===== src/rtl/jtopl_pg_mslot.sv =====
// Time-multiplexed phase generator for all operator slots of an OPL-family core.
// Slot parameters arrive serially, one slot per enabled cycle. Stage 1 forms the
// vibrato-adjusted, block-shifted phase increment. Stage 2 applies the multiplier,
// accumulates into per-slot phase storage and registers the operator phase.
// The phase for the slot presented at enabled cycle n is valid after cycle n+2.
module jtopl_pg_mslot #(
    parameter int SLOTS   = 18,
    parameter int FNUM_W  = 10,
    parameter int PHASE_W = 19,
    parameter int OUT_W   = 10
) (
    input  logic              clk,
    input  logic              rst_n,
    input  logic              cen,
    input  logic [2:0]        block,
    input  logic [FNUM_W-1:0] fnum,
    input  logic [3:0]        mul,
    input  logic [2:0]        vib_cnt,
    input  logic              vib_dep,
    input  logic              viben,
    input  logic              pg_rst,
    output logic              zero,
    output logic [3:0]        keycode,
    output logic [5:0]        slot_out,
    output logic [OUT_W-1:0]  phase_op
);

    localparam int IDX_W = (SLOTS > 1) ? $clog2(SLOTS) : 1;
    localparam int FM_W  = FNUM_W + 1;

    // Multiplier factor at twice its real value so that code 0 (x0.5) stays integral.
    function automatic logic [4:0] mul_factor(input logic [3:0] code);
        logic [4:0] f;
        case (code)
            4'd0:    f = 5'd1;
            4'd1:    f = 5'd2;
            4'd2:    f = 5'd4;
            4'd3:    f = 5'd6;
            4'd4:    f = 5'd8;
            4'd5:    f = 5'd10;
            4'd6:    f = 5'd12;
            4'd7:    f = 5'd14;
            4'd8:    f = 5'd16;
            4'd9:    f = 5'd18;
            4'd10:   f = 5'd20;
            4'd11:   f = 5'd20;
            4'd12:   f = 5'd24;
            4'd13:   f = 5'd24;
            4'd14:   f = 5'd30;
            4'd15:   f = 5'd30;
            default: f = 5'd1;
        endcase
        return f;
    endfunction

    // Slot counter and its wrap
    logic [5:0] cnt_q;
    logic [5:0] cnt_d;

    // Stage 1 registers
    logic [5:0]         s1_slot_q;
    logic [3:0]         s1_mul_q;
    logic               s1_pgrst_q;
    logic [PHASE_W-1:0] s1_phinc_q;

    // Stage 1 combinational terms
    logic [2:0]         vib_b_s;
    logic [2:0]         vib_mag_s;
    logic [3:0]         vib_raw_s;
    logic [3:0]         vib_off_s;
    logic [FM_W-1:0]    fm_s;
    logic [PHASE_W:0]   fm_sh_s;
    logic [PHASE_W-1:0] phinc_d;

    // Stage 2 terms and storage
    logic [4:0]           fac_s;
    logic [PHASE_W+4:0]   prod_s;
    logic [PHASE_W-1:0]   inc_s;
    logic [PHASE_W-1:0]   rd_s;
    logic [PHASE_W-1:0]   next_d;
    logic [PHASE_W-1:0]   mem_q [SLOTS];
    logic [5:0]           slot_out_q;
    logic [OUT_W-1:0]     phase_op_q;

    assign zero     = (cnt_q == 6'd0);
    assign keycode  = {block, fnum[FNUM_W-1]};
    assign slot_out = slot_out_q;
    assign phase_op = phase_op_q;

    // Next slot index, wrapping after the last slot of the frame
    always_comb begin
        cnt_d = cnt_q + 6'd1;
        if (cnt_q == 6'(SLOTS - 1)) begin
            cnt_d = 6'd0;
        end else begin
            cnt_d = cnt_q + 6'd1;
        end
    end

    // Slot counter register
    always_ff @(posedge clk or negedge rst_n) begin
        if (!rst_n) begin
            cnt_q <= 6'd0;
        end else if (cen) begin
            cnt_q <= cnt_d;
        end
    end

    // Vibrato offset from the top F-number bits, then block-shifted increment
    always_comb begin
        vib_b_s = fnum[FNUM_W-1 -: 3];
        case (vib_cnt[1:0])
            2'd0:    vib_mag_s = 3'd0;
            2'd1:    vib_mag_s = {1'b0, vib_b_s[2:1]};
            2'd2:    vib_mag_s = vib_b_s;
            2'd3:    vib_mag_s = {1'b0, vib_b_s[2:1]};
            default: vib_mag_s = 3'd0;
        endcase
        // Second half of the vibrato cycle swings below the nominal pitch
        if (vib_cnt[2]) begin
            vib_raw_s = 4'd0 - {1'b0, vib_mag_s};
        end else begin
            vib_raw_s = {1'b0, vib_mag_s};
        end
        // Shallow vibrato halves the offset, keeping its sign
        if (!vib_dep) begin
            vib_off_s = {vib_raw_s[3], vib_raw_s[3:1]};
        end else begin
            vib_off_s = vib_raw_s;
        end
        if (!viben) begin
            vib_off_s = 4'd0;
        end else begin
            vib_off_s = vib_off_s;
        end
        fm_s    = {1'b0, fnum} + {{(FM_W-4){vib_off_s[3]}}, vib_off_s};
        fm_sh_s = {{(PHASE_W+1-FM_W){1'b0}}, fm_s} << block;
        phinc_d = fm_sh_s[PHASE_W:1];
    end

    // Stage 1 pipeline register
    always_ff @(posedge clk or negedge rst_n) begin
        if (!rst_n) begin
            s1_slot_q  <= 6'd0;
            s1_mul_q   <= 4'd0;
            s1_pgrst_q <= 1'b0;
            s1_phinc_q <= '0;
        end else if (cen) begin
            s1_slot_q  <= cnt_q;
            s1_mul_q   <= mul;
            s1_pgrst_q <= pg_rst;
            s1_phinc_q <= phinc_d;
        end
    end

    // Multiplied increment and the slot's next accumulated phase
    always_comb begin
        fac_s  = mul_factor(s1_mul_q);
        prod_s = {{5{1'b0}}, s1_phinc_q} * {{PHASE_W{1'b0}}, fac_s};
        inc_s  = prod_s[PHASE_W:1];
        rd_s   = mem_q[s1_slot_q[IDX_W-1:0]];
        if (s1_pgrst_q) begin
            next_d = '0;
        end else begin
            next_d = rd_s + inc_s;
        end
    end

    // Per-slot phase storage; each slot is touched once per frame so no bypass is needed
    always_ff @(posedge clk or negedge rst_n) begin
        if (!rst_n) begin
            for (int i = 0; i < SLOTS; i++) begin
                mem_q[i] <= '0;
            end
        end else if (cen) begin
            mem_q[s1_slot_q[IDX_W-1:0]] <= next_d;
        end
    end

    // Registered operator phase and its slot tag
    always_ff @(posedge clk or negedge rst_n) begin
        if (!rst_n) begin
            slot_out_q <= 6'd0;
            phase_op_q <= '0;
        end else if (cen) begin
            slot_out_q <= s1_slot_q;
            phase_op_q <= next_d[PHASE_W-1 -: OUT_W];
        end
    end

endmodule

===== config.mk =====
export PLATFORM = sky130hd
export DESIGN_NAME = jtopl_pg_mslot
export DESIGN_NICKNAME = d
export VERILOG_FILES = /design/src/rtl/jtopl_pg_mslot.sv
export SDC_FILE = /design/constraint.sdc
export NUM_CORES = 1
export LEC_CHECK = 0
export CAP_MARGIN = 25
export CORE_MARGIN = 2
export CORE_UTILIZATION = 30
export CTS_CLUSTER_SIZE = 28
export DETAILED_ROUTE_END_ITERATION = 10
export PLACE_DENSITY = 0.54
export REMOVE_ABC_BUFFERS = 1
export SETUP_SLACK_MARGIN = 0.5
export SLEW_MARGIN = 15
export SYNTH_ARGS = -nofsm -noshare
export SYNTH_HDL_FRONTEND = slang
export SYNTH_SLANG_ARGS = --single-unit

===== constraint.sdc =====
create_clock -name clk -period 12.1 [get_ports clk]
set_input_delay 2.42 -clock clk [delete_from_list [all_inputs] [get_ports clk]]
set_output_delay 2.42 -clock clk [all_outputs]
set_load 0.05 [all_outputs]

==> impl_metrics.yaml, run 1 <==
drt:
  antenna_left: 0
  routedWlPerCell_um: 18.6
  viasPerCell: 5.05
  vias: 15300
  dr.pass1.iters: 5
  drcViolationCount: 0
  wirelength_mm: 56.2
  drt_iter0_drc: 1150
cells_and_area:
  fillers: 7015
  drive_above_1_share: 0.123
  syn2layout_area_growth_pct: 12.8
  final_cell_area_um2: 23900
  nNetsFinal: 2183
  antennaDiodeCount: 0
clock_network:
  h-tree-depth: 2
  numCtsBuffers: 42
  hold_buffers: 0
  cts_tree: "built"
  numClockSinks: 392
  clk_pin_slew_ps: 60
  clkLatencyLatePin_ps: 590
  post-cts-setup-buffers: 0
  clk_path_buf_depth: 3
  ctsResizeCount: 0
  cts_root_buffer: "clkbuf_16"
pwr:
  clkPwrFrac: 0.185
  p_int_mw: 3.81
  ir_worst_vdd_v: 0.000238
  power_switching_mw: 3.24
  switching_share: 0.460
  leakagePower_nw: 10.7
  total_power_mw: 7.04
  p_per_area_nw_per_um2: 294
  power_frac_seq: 0.292
  pwr-share-comb: 0.523
synth:
  syn_inst: 2083
  synth_top_cell_area_share: 0.462
  avgSynthCellArea_um2: 10.2
  async_reset_ff_frac: 1.00
  synth_largest_area_cell: "dfrtp_1"
  synthesis.area_um2: 21200
  synthTopCellsByArea: "dfrtp_1 46%, mux4_2 7.9%, o21ai_0 6.9%"
  ys_ff_latch: 392
  ys_top_cells_by_count: "392 x dfrtp_1, 389 x nand2_1, 293 x o21ai_0"
  ys.flop_type: "dfrtp_1"
  yosysMostFrequentCell: "dfrtp_1"
  ys_warn_count: 0
  synth.distinct_cells: 70
  synth_edf_count: 0
  ys_seq_area_frac: 0.462
placed_design:
  post-place-ws_ps: 5300
  place_area_um2: 22500
  gp_congestion: 0.858
  port_buffers: 46
  dp_hpwl_mm: 35.7
sta:
  rsz0062_at_grt: "false"
  tns_ps: 0
  max-slew-margin-rel: 0.319
  setup_slack_ps: 5290
  worstMarginPinSlew_ps: 1020
  worst_clock_skew_ps: 36.5
  max_freq_ghz: 0.147
  fin_crit_sh: 0.563
  fin_crit_ps: 6810
  hold_viol_final: 0
  report.final.slew_viol_count: 0
  setup_viol: 0
floorplanning:
  rows: 97
  fp.dieW_um: 270
  dieArea_um2: 72900
  core_area_um2: 70000
  initial_utilization: 0.303
  ios: 47
  fp.dieH_um: 270
critical_path:
  slowest_stage: "clkdlybuf4s50_1"
  cp_max_fo: 23
  critPathBufInv: 2
  crit_type: "input port to primary output"
  start_kind: "input port"
  max_stage_delay_ps: 1020
  worstPathArrival_ps: 4390
  path_cells: "clkdlybuf4s50_1 -> clkdlybuf4s50_1"
  crit_family: "buffers and inverters"
  required_ps: 9680
  endpoint_kind: "primary output"
  critPathMostFrequentCell: "clkdlybuf4s50_1"
global_route:
  antenna_found_initial: 0
  grt_usage: 0.157
  grt_pass1_vias: 15700
  grt_pass1_wl_mm: 91.2
  grt-ovfl-total: 0
  grt_max_degree: 175
run_status:
  status: "finished, final reports clean"
hold_path:
  hold_path.class: "flip-flop to flip-flop"
flow_run:
  maxCapViolCount: 0
metrics by stage:
step                      hold slack [ps]  cells  utilization
after floorplan                       444   1936            -
after global placement                455   2947        0.321
after detailed placement              466   2948        0.322
after CTS                             479   3023        0.341
after global routing                  492   3025        0.342
final                                 474   3025        0.342
area by class of cell:
class,count,area (um2),share of cell area
Clock buffer,67,1280,0.0533
Clock inverter,8,118,0.00491
Inverter,79,297,0.0124
Multi-Input combinational cell,1465,10500,0.440
Sequential cell,392,9820,0.410
Tap cell,940,1180,0.0491
Timing Repair Buffer,74,711,0.0297
kinds of logic (layout without fill, tap and decap cells):
group / Yosys count / in the layout / share of synthesized area
adders and majority gates: 103 / 103 / 0.0770
AOI/OAI and AO/OA: 523 / 523 / 0.150
buffers and inverters: 226 / 228 / 0.0423
and+or+nand+nor: 645 / 645 / 0.131
muxes: 146 / 146 / 0.116
xor gates and xnor gates: 48 / 48 / 0.0216
DFF: 392 / 392 / 0.462
layer usage:
layer | vias to the layer above | track usage | part of all wire
met5 | - | 0 | 0
met4 | 0 | 0.0373 | 0.018
met3 | 74 | 0.0198 | 0.045
met2 | 358 | 0.258 | 0.47
met1 | 7663 | 0.219 | 0.47
li1 | 7177 | - | -
sequential cells by signal (all words and copies together), names as in the netlist:
register    cells
mem_q         342
s1_phinc_q     17
phase_op       10
cnt_q           6
s1_slot_q       6
slot_out        6
s1_mul_q        4
s1_pgrst_q      1
layout by cell type (no fill, tap or decap), drive strengths merged, types with 49 or more instances in the layout:
master	count
dfrtp	392
nand2	389
o21ai	308
nor2	109
inv	79
mux4	74
clkbuf	67
a22o	64
mux2	57
ha	57
and2	49
power by group through the flow:
stage | logic [mW] | registers, mW | clock network, mW
2_1_floorplan | 2.31 | 2.12 | 0
3_3_place_gp | 3.51 | 2.04 | 0
3_5_place_dp | 3.62 | 2.07 | 0
4_1_cts | 3.65 | 2.05 | 1.33
5_1_grt | 4.04 | 2.11 | 1.39
6_report | 3.69 | 2.05 | 1.30
worst paths after layout:
kind,start,endpoint,slack (ps),cells past startpoint
worst min register to register,mem_q[267]$_DFFE_PN0P_,mem_q[267]$_DFFE_PN0P_,470,2
worst min-delay path,mem_q[267]$_DFFE_PN0P_,mem_q[267]$_DFFE_PN0P_,470,2
worst max-delay path,block[1],keycode[2],5290,2
min in group asynchronous,rst_n,mem_q[238]$_DFFE_PN0P_,1850,1
worst max register to register,s1_mul_q[1]$_DFFE_PN0P_,mem_q[54]$_DFFE_PN0P_,5420,21
max in group asynchronous,rst_n,mem_q[328]$_DFFE_PN0P_,8140,3
Power figures use the tool's default switching activity.
==> run 2, diff against run 1 <==
==> constraint.sdc (replaced) <==
create_clock -name clk -period 6.82 [get_ports clk]
set_input_delay 1.364 -clock clk [delete_from_list [all_inputs] [get_ports clk]]
set_output_delay 1.364 -clock clk [all_outputs]
set_load 0.05 [all_outputs]
==> run 2 against run 1 <==
  * Core utilization is 0.36 points higher
  * Worst setup slack lost 4500 ps
  * Register-to-register slack got worse by 4600 ps
  * Global-route usage is essentially flat
  * Largest cell class unchanged
  * Largest power group unchanged
  * Highest routed layer unchanged
==> impl_metrics.yaml, run 2 (synthesis results as in run 1) <==
clock_network:
  clk_path_buf_depth: 3
  numClockSinks: 392
  h-tree-depth: 2
  numCtsBuffers: 43
  hold_buffers: 0
  clk_pin_slew_ps: 60
  cts_root_buffer: "clkbuf_16"
  cts_tree: "built"
  clkLatencyLatePin_ps: 590
pwr:
  leakagePower_nw: 10.8
  total_power_mw: 12.8
  p_per_area_nw_per_um2: 529
  ir_worst_vdd_v: 0.000379
global_route:
  grt-ovfl-total: 0
  grt_usage: 0.156
  antenna_found_initial: 0
  grt_pass1_wl_mm: 91.1
  grt_pass1_vias: 15800
  grt_max_degree: 176
cells_and_area:
  regMostFlops: "mem_q"
  drive_above_1_share: 0.135
  nNetsFinal: 2196
  final_common_cell: "dfrtp_1"
  largest_reg_flops: 342
  syn2layout_area_growth_pct: 14.0
  final_cell_mix: "386 x dfrtp_1, 383 x nand2_1, 293 x o21ai_0"
  final_util: 0.345
  fin_cells: 3042
  antennaDiodeCount: 0
floorplanning:
  fp.dieH_um: 270
  ios: 47
  core_area_um2: 70000
  dieArea_um2: 72900
  rows: 97
  fp.dieW_um: 270
  initial_utilization: 0.303
hold_path:
  hold-path-endpoint: "mem_q[325]$_DFFE_PN0P_"
  hp-start: "mem_q[325]$_DFFE_PN0P_"
  min_delay_path_depth: 2
  hold_path.class: "flip-flop to flip-flop"
sta:
  max_freq_ghz: 0.167
  rsz0062_at_grt: "true"
  setup_slack_ps: 826
  hold_viol_final: 0
  report.final.slew_viol_count: 0
  worstMarginPinSlew_ps: 1070
  fin_crit_ps: 5990
  worst_clock_skew_ps: 20.2
  fin_crit_sh: 0.879
  setup_viol: 0
  max-slew-margin-rel: 0.269
critical_path:
  rrSetupSlack_ps: 830
  required_ps: 7280
  rr_startpoint: "s1_mul_q[1]$_DFFE_PN0P_"
  endpoint_kind: "flip-flop"
  crit_type: "flip-flop to flip-flop"
  ff2ff_path_depth: 23
  worstPathArrival_ps: 6460
  start_kind: "flip-flop"
  r2r_end: "phase_op[9]$_DFFE_PN0P_"
  cp_max_fo: 19
placed_design:
  port_buffers: 46
  dp_hpwl_mm: 36.3
  post-place-ws_ps: -1.23
  gp_congestion: 0.849
  dp_cells: 2959
run_status:
  status: "finished, final reports clean"
drt:
  vias: 15400
  routedWlPerCell_um: 18.4
  viasPerCell: 5.06
  drcViolationCount: 0
  antenna_left: 0
  wirelength_mm: 56.0
  dr.pass1.iters: 5
  drt_iter0_drc: 955
flow_run:
  maxCapViolCount: 0
run 2: changes by cell type in the layout (fill, tap and decap cells not counted), moves of 3 or more:
cell,delta
dfrtp_1,-3
nand2_2,-3
clkbuf_1,-5
dfrtp_2,+3
buf_4,+9
nand2b_1,-4
clkinv_2,+7
nand2_1,+3
run 2: critical path, cell delays in order (launching register included):
cell and delay (ps):
dfrtp_2 490, o21ai_0 180, a21oi_1 90, buf_4 200
nand2b_1 180, fa_1 510, fa_1 510, inv_1 50
ha_1 320, a21o_1 190, a21oi_1 210, o21ai_0 170
o41ai_2 340, o2111ai_1 230, nand2_1 110, xnor2_1 140
ha_1 330, a21o_1 240, or4_1 430, o21ai_2 210
o21ai_1 190, xnor2_4 190, buf_12 170, a22o_1 200
run 2: per-stage QoR:
stage          hold WS (ps)  TNS (ps)  cell area, um2
2_1_floorplan           444     -1090           20600
3_5_place_dp            465     -1.65           22600
6_report                476         0           24200
3_3_place_gp            455         0           22600
4_1_cts                 478         0           24100
5_1_grt                 496         0           24200
run 2: worst max path at each step:
stage	start	end	slack, ps	cells past startpoint
after floorplan	s1_slot_q[0]$_DFFE_PN0P_	phase_op[1]$_DFFE_PN0P_	-50	14
after global placement	s1_mul_q[2]$_DFFE_PN0P_	mem_q[94]$_DFFE_PN0P_	90	22
after detailed placement	s1_mul_q[2]$_DFFE_PN0P_	mem_q[341]$_DFFE_PN0P_	-1	22
after CTS	s1_mul_q[1]$_DFFE_PN0P_	mem_q[147]$_DFFE_PN0P_	560	20
after global routing	s1_mul_q[1]$_DFFE_PN0P_	mem_q[34]$_DFFE_PN0P_	490	25
final	s1_mul_q[1]$_DFFE_PN0P_	phase_op[9]$_DFFE_PN0P_	830	23
run 2: power by group:
| part | leakage (nW) | internal [mW] | switching (mW) | total (mW) |
|---|---|---|---|---|
| registers | 5.22 | 3.13 | 0.552 | 3.68 |
| logic | 4.85 | 2.43 | 4.24 | 6.67 |
| clock network | 0.732 | 1.42 | 1.01 | 2.43 |
run 2: repair_timing:
item                       in CTS  in global routing
pin swaps                       1                  0
setup endpoints to repair      75                119
gates resized for setup         5                  9
setup buffers                   1                  2
run 2: cell type report:
class,instances,area (um2)
fillers,7027,45800
multi-input cells,1465,10600
clock inverters,17,204
clock buffers,63,1270
inverters,79,297
repair buffers,86,822
flip-flops and latches,392,9820
well taps,940,1180
run 2: metal layers:
layer,track usage,share of wire,up-vias
li1,-,-,7220
met1,0.217,0.47,7766
met2,0.255,0.47,331
met3,0.0220,0.044,90
met4,0.0436,0.022,0
met5,0,0,-
